[config.mk]
export PLATFORM = sky130hd
export DESIGN_NAME = complex_operand_loader
export DESIGN_NICKNAME = d
export VERILOG_FILES = /design/src/rtl/complex_mult_pkg.sv /design/src/rtl/cplx_operand_slot.sv /design/src/rtl/complex_operand_loader.sv
export SDC_FILE = /design/constraint.sdc
export NUM_CORES = 1
export LEC_CHECK = 0
export ABC_AREA = 1
export CORE_MARGIN = 3
export CORE_UTILIZATION = 45
export CTS_CLUSTER_SIZE = 24
export DETAILED_ROUTE_END_ITERATION = 10
export MAX_ROUTING_LAYER = met4
export PLACE_DENSITY = 0.7
export SLEW_MARGIN = 20
export SYNTH_ARGS = -nofsm -noshare
export SYNTH_HDL_FRONTEND = slang
export SYNTH_SLANG_ARGS = --single-unit
[constraint.sdc]
create_clock -name clk -period 1.5 [get_ports clk]
set_input_delay 0.3 -clock clk [delete_from_list [all_inputs] [get_ports clk]]
set_output_delay 0.3 -clock clk [all_outputs]
set_load 0.02 [all_outputs]
[src/rtl/complex_mult_pkg.sv]
// Shared definitions for the complex multiplier front end: default widths,
// operand word order within a set, and the loader FSM encoding.
package complex_mult_pkg;

    localparam int DATA_W = 8;
    localparam int CNT_W  = 8;

    localparam logic [1:0] IDX_A_RE = 2'd0;
    localparam logic [1:0] IDX_A_IM = 2'd1;
    localparam logic [1:0] IDX_B_RE = 2'd2;
    localparam logic [1:0] IDX_B_IM = 2'd3;

    typedef enum logic {
        COLLECT = 1'b0,
        FULL    = 1'b1
    } loader_state_e;

endpackage

[src/rtl/cplx_operand_slot.sv]
// Four-word operand register bank with a valid flag. Words are written singly
// (assembly) or all at once (hold); clr wipes data and valid.
module cplx_operand_slot #(
    parameter int DATA_W = 8
) (
    input  logic                   clk,
    input  logic                   rstn,
    input  logic                   clr,
    input  logic                   wr_en,
    input  logic [1:0]             wr_idx,
    input  logic [DATA_W-1:0]      wr_data,
    input  logic                   load,
    input  logic [3:0][DATA_W-1:0] load_words,
    input  logic                   mark,
    input  logic                   drop,
    output logic [3:0][DATA_W-1:0] words,
    output logic                   valid
);

    always_ff @(posedge clk or negedge rstn) begin
        if (!rstn) begin
            words <= '0;
            valid <= 1'b0;
        end else if (clr) begin
            words <= '0;
            valid <= 1'b0;
        end else begin
            if (load)
                words <= load_words;
            else if (wr_en)
                words[wr_idx] <= wr_data;
            // a reload in the same cycle as a drop keeps the slot occupied
            if (load || mark)
                valid <= 1'b1;
            else if (drop)
                valid <= 1'b0;
        end
    end

endmodule

[src/rtl/complex_operand_loader.sv]
// Assembles a_re/a_im/b_re/b_im word streams into operand sets and hands them
// to the multiplier through a double buffer (assembly slot + hold slot).
module complex_operand_loader #(
    parameter int DATA_W = complex_mult_pkg::DATA_W,
    parameter int CNT_W  = complex_mult_pkg::CNT_W
) (
    input  logic                          clk,
    input  logic                          rstn,
    input  logic                          sw_rst,
    input  logic [DATA_W-1:0]             in_data,
    input  logic                          in_first,
    input  logic                          in_val,
    output logic                          in_rdy,
    output logic [DATA_W-1:0]             op_a_re,
    output logic [DATA_W-1:0]             op_a_im,
    output logic [DATA_W-1:0]             op_b_re,
    output logic [DATA_W-1:0]             op_b_im,
    output logic                          op_val,
    input  logic                          op_rdy,
    output logic                          err_frame,
    output logic [CNT_W-1:0]              set_cnt,
    output complex_mult_pkg::loader_state_e dbg_state
);
    import complex_mult_pkg::*;

    // Handshakes: a word moves on in_val & in_rdy, a set moves on op_val & op_rdy;
    // valids never wait on readys, and in_rdy depends on registered state only.

    loader_state_e           state_q, state_d;
    logic [1:0]              idx_q, idx_d;
    logic                    err_q, err_d;
    logic [CNT_W-1:0]        cnt_q;

    logic                    xfer, consume;
    logic                    asm_wr, asm_mark, asm_drop, asm_val;
    logic [1:0]              asm_wr_idx;
    logic                    hold_load, hold_bypass, hold_val;
    logic [3:0][DATA_W-1:0]  asm_words, hold_words, hold_src;

    assign in_rdy  = (state_q == COLLECT);
    assign xfer    = in_val && in_rdy;
    assign consume = hold_val && op_rdy;

    always_comb begin
        state_d     = state_q;
        idx_d       = idx_q;
        err_d       = 1'b0;
        asm_wr      = 1'b0;
        asm_wr_idx  = idx_q;
        asm_mark    = 1'b0;
        asm_drop    = 1'b0;
        hold_load   = 1'b0;
        hold_bypass = 1'b0;
        case (state_q)
            COLLECT: begin
                if (xfer) begin
                    if (in_first) begin
                        // a first word always restarts the set, discarding any partial one
                        asm_wr     = 1'b1;
                        asm_wr_idx = IDX_A_RE;
                        idx_d      = IDX_A_IM;
                        err_d      = (idx_q != IDX_A_RE);
                    end else if (idx_q == IDX_A_RE) begin
                        err_d = 1'b1;
                    end else if (idx_q == IDX_B_IM) begin
                        asm_wr = 1'b1;
                        idx_d  = IDX_A_RE;
                        if (!hold_val || consume) begin
                            hold_load   = 1'b1;
                            hold_bypass = 1'b1;
                        end else begin
                            asm_mark = 1'b1;
                            state_d  = FULL;
                        end
                    end else begin
                        asm_wr = 1'b1;
                        idx_d  = idx_q + 2'd1;
                    end
                end
            end
            FULL: begin
                if (consume && asm_val) begin
                    hold_load = 1'b1;
                    asm_drop  = 1'b1;
                    state_d   = COLLECT;
                end
            end
            default: state_d = COLLECT;
        endcase
    end

    // On completion the fourth word is not yet in the assembly slot, so it is
    // routed straight into hold alongside the three stored words.
    assign hold_src = hold_bypass ? {in_data, asm_words[2:0]} : asm_words;

    always_ff @(posedge clk or negedge rstn) begin
        if (!rstn) begin
            state_q <= COLLECT;
            idx_q   <= IDX_A_RE;
            err_q   <= 1'b0;
            cnt_q   <= '0;
        end else if (sw_rst) begin
            state_q <= COLLECT;
            idx_q   <= IDX_A_RE;
            err_q   <= 1'b0;
            cnt_q   <= '0;
        end else begin
            state_q <= state_d;
            idx_q   <= idx_d;
            err_q   <= err_d;
            if (consume)
                cnt_q <= cnt_q + 1'b1;
        end
    end

    cplx_operand_slot #(.DATA_W(DATA_W)) u_asm (
        .clk        (clk),
        .rstn       (rstn),
        .clr        (sw_rst),
        .wr_en      (asm_wr),
        .wr_idx     (asm_wr_idx),
        .wr_data    (in_data),
        .load       (1'b0),
        .load_words ('0),
        .mark       (asm_mark),
        .drop       (asm_drop),
        .words      (asm_words),
        .valid      (asm_val)
    );

    cplx_operand_slot #(.DATA_W(DATA_W)) u_hold (
        .clk        (clk),
        .rstn       (rstn),
        .clr        (sw_rst),
        .wr_en      (1'b0),
        .wr_idx     (2'd0),
        .wr_data    ('0),
        .load       (hold_load),
        .load_words (hold_src),
        .mark       (1'b0),
        .drop       (consume),
        .words      (hold_words),
        .valid      (hold_val)
    );

    assign op_a_re   = hold_words[IDX_A_RE];
    assign op_a_im   = hold_words[IDX_A_IM];
    assign op_b_re   = hold_words[IDX_B_RE];
    assign op_b_im   = hold_words[IDX_B_IM];
    assign op_val    = hold_val;
    assign err_frame = err_q;
    assign set_cnt   = cnt_q;
    assign dbg_state = state_q;

endmodule

==> Word level (Yosys, flattened, before mapping) <==
Index checks and enable logic that the tools add are counted.
{ "totals": {"inputBits": 14, "output_inout_bits": 44, "regBits": 78} }
{ "classes": {"n_lt_le_gt_ge": 2, "add_sub_neg": 2, "n_mux": 52, "eq_ne": 3, "n_bitwise": 1, "reduce_logical": 15} }
{ "ops": {"columns": ["operator", "n"], "rows": [
  ["32-bit 2-to-1 mux", 5],
  ["32-bit bitwise mux", 1],
  ["1-bit 2-to-1 mux", 31],
  ["8-bit 2-to-1 mux", 3],
  ["2-bit 2-to-1 mux", 9],
  ["8-bit demux with 2-bit select", 1],
  ["2-bit nonzero test", 5],
  ["8-bit by 1-bit adder with 8-bit output (second input constant)", 1],
  ["3-bit nonzero test", 2],
  ["1-bit logical AND", 4],
  ["1-bit case mux with 2 select lines", 2],
  ["2-bit by 3-bit less-than comparator with 1-bit output (second input constant)", 1],
  ["3-bit inequality test (second input constant)", 1],
  ["3-bit AND reduction", 1],
  ["2-bit by 1-bit adder with 2-bit output (second input constant)", 1],
  ["2-bit == test (second input constant)", 1],
  ["2-bit by 1-bit greater-or-equal comparator with 1-bit output (second input constant)", 1],
  ["2-bit zero test", 1],
  ["2-bit inequality test (second input constant)", 1],
  ["1-bit zero test", 1],
  ["1-bit logical OR", 1],
  ["1-bit inverter", 1]
]} }

==> Logic depth before layout (Yosys ltp) <==
{ "logic_depth": {"ltp_word": 11, "depth_mapped": 10} }

==> Cells and area by module <==
A second synthesis with hierarchy kept.
{ "unflattened": {"cells_unflattened": 680, "hier_area_um2": 4694.5} }
{ "by_module_without_submodules": {"columns": ["mod", "area_each_um2", "cells_per_inst", "instances"], "rows": [
  ["cplx_operand_slot at u_asm", 1894.3, 274, 1],
  ["cplx_operand_slot at u_hold", 1890.6, 274, 1],
  ["complex_operand_loader", 909.6, 132, 1]
]} }

==> Worst setup path after synthesis <==
Ideal clock, no wire load.
{ "synth_timing": {"path_kind": "reg2reg", "from": "register idx_q[0]", "to": "register u_asm.words[0] (netlist bit)", "path_slack_ns": -0.157, "t_required_ns": 1.373, "stages_incl_launch_ff": 11, "path_buffers": 1, "arrival_time_ns": 1.530, "period_less_slack_ns": 1.657, "path_cell_list": "dfrtp_1 inv_1 ha_1 ha_1 inv_1 nand2_1 inv_1 nand3_2 buf_2 nand3_1 o21ai_0"} }
{ "synth_between": {"elab_chain_cells": 10, "word_cells_on_any_way": 17, "cone_classes": "order compare: 2; mux: 12; reduce/logical: 3"} }
{ "synth_rtl": {"columns": ["element", "line", "source"], "rows": [
  ["start: declaration", "complex_operand_loader.sv:30", "logic [1:0] idx_q, idx_d;"],
  ["start signal: assignment", "complex_operand_loader.sv:109", "idx_q <= idx_d;"],
  ["2-bit 2-to-1 mux", "complex_operand_loader.sv:57", "if (in_first) begin"],
  ["2-bit 2-to-1 mux", "complex_operand_loader.sv:56", "if (xfer) begin"],
  ["2-bit 2-to-1 mux", "complex_operand_loader.sv:54", "case (state_q)"],
  ["2-bit by 3-bit less-than comparator with 1-bit output (implied by the code) / 2-bit by 1-bit greater-or-equal comparator with 1-bit output (equally long branches)", "cplx_operand_slot.sv:31", "words[wr_idx] <= wr_data;"],
  ["1-bit logical AND (implied by the code)", "cplx_operand_slot.sv:31", null],
  ["8-bit 2-to-1 mux (implied by the code)", "cplx_operand_slot.sv:31", null],
  ["8-bit demux with 2-bit select", null, null],
  ["32-bit bitwise mux", "cplx_operand_slot.sv:31", null],
  ["32-bit 2-to-1 mux", "cplx_operand_slot.sv:30", "else if (wr_en)"],
  ["32-bit 2-to-1 mux", "cplx_operand_slot.sv:24", "end else if (clr) begin"],
  ["end signal: assignment", "cplx_operand_slot.sv:29", "words <= load_words;"],
  ["end signal: indexed assignment", "cplx_operand_slot.sv:31", null],
  ["end: declaration", "cplx_operand_slot.sv:16", "output logic [3:0][DATA_W-1:0] words,"]
]} }
Parallel ways exist; a longest one is shown, timed or not. The select of a mux whose other input is x is not followed.
A chain may end at the register's enable or synchronous reset.

==> Worst setup path after layout <==
{ "layout_timing": {"from": "register idx_q[1]", "to": "register u_hold.words[29] (netlist bit)"} }
{ "layout_between": {"elab_chain_cells": 9, "word_cells_on_any_way": 12, "cone_classes": "eq/ne: 1; mux: 9; reduce/logical: 2"} }
{ "layout_rtl": {"columns": ["element", "line", "source"], "rows": [
  ["2-bit == test", "complex_operand_loader.sv:65", "end else if (idx_q == IDX_B_IM) begin"],
  ["1-bit 2-to-1 mux", "complex_operand_loader.sv:65", null],
  ["1-bit 2-to-1 mux (*)", "complex_operand_loader.sv:63", "end else if (idx_q == IDX_A_RE) begin"],
  ["1-bit 2-to-1 mux (*)", "complex_operand_loader.sv:57", null],
  ["1-bit 2-to-1 mux (*)", "complex_operand_loader.sv:56", null],
  ["1-bit 2-to-1 mux", "complex_operand_loader.sv:54", null],
  ["32-bit 2-to-1 mux", "complex_operand_loader.sv:94", "assign hold_src = hold_bypass ? {in_data, asm_words[2:0]} : asm_words;"],
  ["32-bit 2-to-1 mux", "cplx_operand_slot.sv:28", "if (load)"],
  ["32-bit 2-to-1 mux", "cplx_operand_slot.sv:24", null],
  ["end signal: assignment", "cplx_operand_slot.sv:29", null],
  ["end signal: indexed assignment", "cplx_operand_slot.sv:31", null],
  ["end: declaration", "cplx_operand_slot.sv:16", null]
]} }
Mark *: on every way between the ends. The rest lies on a longest branch, timed or not. The select of a mux whose other input is x is not followed.

==> metrics.txt <==
# TYPE chip_impl_metric gauge
chip_impl_metric{name="globalRoute.totalOverflow",unit=""} 0
chip_impl_info{name="r2r-end",value="u_hold.words[29]$_DFFE_PN0P_"} 1
chip_impl_metric{name="antenna_cells_inserted",unit=""} 0
chip_impl_info{name="netlist_top_cells_count",value="nand2_1 (156), dfrtp_1 (78), nand3_1 (36)"} 1
chip_impl_metric{name="pin_count",unit=""} 58
chip_impl_metric{name="drt-vias-per-instance",unit=""} 5.24
chip_impl_metric{name="timing.final.hold_violations",unit=""} 0
chip_impl_metric{name="required_worst_endpoint",unit="ps"} 1800
chip_impl_metric{name="cts_inserted_buffers",unit=""} 9
chip_impl_metric{name="synth.net_count",unit=""} 415
chip_impl_metric{name="report.final.setup_viol",unit=""} 61
chip_impl_metric{name="num_rows",unit=""} 31
chip_impl_metric{name="fp.dieArea",unit="mm2"} 0.00885
chip_impl_metric{name="pwr-share-comb",unit="%"} 10.0
chip_impl_metric{name="dp.cells",unit=""} 568
chip_impl_metric{name="tns",unit="ps"} -6360
chip_impl_metric{name="vias_after_detailed_routing",unit=""} 3161
chip_impl_metric{name="place.port_buffers",unit=""} 57
chip_impl_metric{name="cell_internal_pwr",unit="uW"} 2960
chip_impl_metric{name="ir_worst_vdd",unit="V"} 0.000483
chip_impl_metric{name="starting_drc_count_in_detailed_routing",unit=""} 274
chip_impl_metric{name="layout.core_utilization",unit="%"} 71.0
chip_impl_metric{name="pin_count_of_the_biggest_net_entering_global_routing",unit=""} 41
chip_impl_info{name="synth.most_common_cell",value="nand2_1"} 1
chip_impl_metric{name="clock_slew_at_the_register_clock_pins_of_the_worst_setup_and_hold_paths",unit="ps"} 80
chip_impl_metric{name="worst-endpoint-arrival",unit="ps"} 1970
chip_impl_metric{name="syn_area",unit="mm2"} 0.00349
chip_impl_metric{name="postSynthRegisterBits",unit=""} 78
chip_impl_metric{name="critical_path.max_fanout",unit=""} 8
chip_impl_info{name="holdCritPathClass",value="input port to async pin"} 1
chip_impl_info{name="path_delay_family",value="buffers and inverters"} 1
chip_impl_metric{name="synth_top_area_share",unit="%"} 55.9
chip_impl_metric{name="synth_enable_flop_cells",unit=""} 0
chip_impl_info{name="r2r-start",value="idx_q[1]$_DFFE_PN0P_"} 1
chip_impl_metric{name="power_switching",unit="uW"} 1050
chip_impl_metric{name="antenna_found_initial",unit=""} 0
chip_impl_metric{name="rrSetupSlack",unit="ps"} -180
chip_impl_metric{name="cts-root-to-sink-buffers",unit=""} 2
chip_impl_info{name="cells_along_the_critical_path",value="inv_2 > ha_4 > nor2_8 > nand3_4 > buf_6 > a21oi_4 > buf_12 > buf_12 > nand2_2 > nand2_2"} 1
chip_impl_info{name="setup_repair_after_global_routing_missed_its_margin",value="true"} 1
chip_impl_metric{name="finalClockSkew",unit="ps"} 4.71
chip_impl_info{name="worstSetupStartpointType",value="flip-flop"} 1
chip_impl_info{name="worstSetupEndpointType",value="flip-flop"} 1
chip_impl_metric{name="power_leakage",unit="uW"} 0.00292
chip_impl_metric{name="post_route_cells_drive_above_1_share",unit="%"} 37.5
chip_impl_metric{name="worst_slew_pin_slew",unit="ps"} 367
chip_impl_metric{name="post_layout_minimum_cycle_time",unit="ps"} 1680
chip_impl_metric{name="start_util",unit="%"} 47.4
chip_impl_metric{name="clkLatencyLatePin",unit="ps"} 350
chip_impl_info{name="failed_checks",value="setup timing"} 1
chip_impl_metric{name="cts-htree-levels",unit=""} 3
chip_impl_metric{name="path_buf_inv",unit=""} 4
chip_impl_metric{name="track_usage",unit="%"} 24.5
chip_impl_metric{name="floorplan.die.height",unit="um"} 94.1
chip_impl_metric{name="detail_route.first_pass.iterations",unit=""} 5
chip_impl_metric{name="worst_slew_margin_rel",unit="%"} 75.6
chip_impl_metric{name="final_cell_count_no_fill",unit=""} 603
chip_impl_metric{name="power_per_cell_area",unit="mW/mm2"} 766
chip_impl_metric{name="first_global_vias",unit=""} 3210
chip_impl_metric{name="finalCritPeriodShare",unit="%"} 112
chip_impl_metric{name="gp_congestion",unit=""} 0.841
chip_impl_metric{name="fin_hold_ws",unit="ps"} 388
chip_impl_metric{name="power.sequential.fraction",unit="%"} 53.7
chip_impl_metric{name="yosys_warnings",unit=""} 0
chip_impl_metric{name="synthCells",unit=""} 397
chip_impl_metric{name="final-max-slew-violation-count",unit=""} 0
chip_impl_metric{name="grt_first_pass_wirelength",unit="um"} 16000
chip_impl_metric{name="count_of_cells_along_the_worst_register_to_register_path",unit=""} 10
chip_impl_metric{name="areaGrowthSynthToFinish",unit="%"} 49.9
chip_impl_metric{name="postPlaceCellArea",unit="mm2"} 0.00437
chip_impl_metric{name="fmaxAchievable",unit="MHz"} 596
chip_impl_info{name="clock-root-buffer",value="clkbuf_8"} 1
chip_impl_metric{name="cts.sinks",unit=""} 78
chip_impl_info{name="synth_ff_type",value="dfrtp_1"} 1
chip_impl_metric{name="wire_length_per_cell",unit="um"} 16.6
chip_impl_metric{name="final_design_area_no_fill",unit="mm2"} 0.00523
chip_impl_info{name="synth.area.top_cells",value="dfrtp_1 (56%), nand2_1 (17%), nand3_1 (5.2%)"} 1
chip_impl_metric{name="largest_incremental_delay_on_the_critical_path",unit="ps"} 420
chip_impl_info{name="status",value="finished with violations"} 1
chip_impl_info{name="cp_slowest_cell",value="dfrtp_1"} 1
chip_impl_info{name="most_area_hungry_cell_type_in_the_yosys_netlist",value="dfrtp_1"} 1
chip_impl_metric{name="synth_seq_area_share",unit="%"} 55.9
chip_impl_metric{name="setup_slack",unit="ps"} -177
chip_impl_metric{name="synth_cell_type_count",unit=""} 28
chip_impl_metric{name="dpl.hpwl",unit="um"} 5720
chip_impl_info{name="tritoncts_clock_tree",value="built"} 1
chip_impl_metric{name="drv.max_cap_violation_count",unit=""} 0
chip_impl_metric{name="synth-async-reset-ratio",unit="%"} 100
chip_impl_metric{name="sw_share",unit="%"} 26.2
chip_impl_info{name="kind_of_critical_path",value="flip-flop to flip-flop"} 1
chip_impl_metric{name="drcViolationCount",unit=""} 0
chip_impl_metric{name="final_nets",unit=""} 518
chip_impl_metric{name="synthesis.area_per_instance",unit="um2"} 8.79
chip_impl_metric{name="drtAntennaViolNets",unit=""} 0
chip_impl_metric{name="share_clk_of_total_power",unit="%"} 36.3
chip_impl_metric{name="placeableCoreArea",unit="mm2"} 0.00737
chip_impl_metric{name="postRouteWirelength",unit="um"} 10000
chip_impl_metric{name="fill_cells",unit=""} 535
chip_impl_metric{name="die_width",unit="um"} 94.1
[how the worst max path moves through the flow]
stage	start	endpoint	slack, ps	cells after the start
global placement	op_rdy	u_hold.words[28]$_DFFE_PN0P_	-470	8
CTS	idx_q[1]$_DFFE_PN0P_	u_hold.words[28]$_DFFE_PN0P_	-140	11
detailed placement	op_rdy	u_hold.words[27]$_DFFE_PN0P_	-530	8
floorplan	dbg_state$_DFF_PN0_	u_hold.words[26]$_DFFE_PN0P_	-9	8
finish	idx_q[1]$_DFFE_PN0P_	u_hold.words[29]$_DFFE_PN0P_	-180	10
global route	idx_q[1]$_DFFE_PN0P_	u_hold.words[29]$_DFFE_PN0P_	-230	10
[layout make-up]
cell class / instances / area (um2) / area share, %
flip-flops and latches: 78 / 1950 / 37.3
inverters: 28 / 126 / 2.41
well taps: 99 / 124 / 2.37
repair buffers: 102 / 1000 / 19.1
clock buffers: 12 / 155 / 2.96
clock inverters: 3 / 18.8 / 0.359
multi-input cells: 281 / 1860 / 35.5
[kinds of logic after synthesis]
kind of cell / share of synthesized area [%]
AO/OA/AOI/OAI: 4.98
flip-flops: 55.9
XOR/XNOR: 0.251
AND/OR/NAND/NOR: 31.8
buffers and inverters: 5.59
adder cells (fa/ha/maj): 1.43
[repair_timing]
action,in CTS,in global routing
buffers inserted,13,2
pin swaps,24,26
hold buffers,1,0
resized for setup,122,70
setup endpoints to repair,108,65
hold endpoints to repair,23,0
gates cloned,6,0
[metrics by stage]
| step | worst slack [ps] | power [uW] |
|---|---|---|
| finish | -177 | 4010 |
| global route | -235 | 4150 |
| CTS | -135 | 3960 |
| detailed placement | -533 | 2480 |
| global placement | -467 | 2470 |
| floorplan | -9.12 | 2320 |
[flip-flops by register name, summed over array words and instances, names as in the netlist]
name,flops
dbg_state,1
u_hold.words,32
set_cnt,8
u_asm.valid,1
u_hold.valid,1
u_asm.words,32
idx_q,2
err_frame,1
[placed cells by master (no fill, tap or decap), types with 11 or more instances in the layout]
cell	count
buf_4	30
nand3_2	30
nand2_1	115
clkdlybuf4s50_1	11
dlygate4sd2_1	44
inv_1	16
nand2_4	17
dfrtp_1	77
clkbuf_8	11
nand2_2	40
[layer usage]
metal  part of all wire, %  vias to the layer above  GRT usage, %
li1                      -                     1484             -
met1                    41                     1502          32.3
met2                    49                      148          36.5
met3                   7.1                       27          7.21
met4                   2.8                        0          8.30
met5                     0                        -             -
[worst register-to-register path, cell delays in order (launching register included)]
cell and delay [ps]:
dfrtp_1 420, inv_2 70, ha_4 200, nor2_8 130
nand3_4 80, buf_6 130, a21oi_4 150, buf_12 160
buf_12 150, nand2_2 60, nand2_2 70
[power by group through the flow]
stage,clock [uW],combinational [uW],sequential [uW]
finish,1450,402,2150
global route,1550,437,2150
CTS,1460,362,2140
detailed placement,0,294,2180
global placement,0,290,2180
floorplan,0,136,2180
Power figures use the tool's default switching activity.
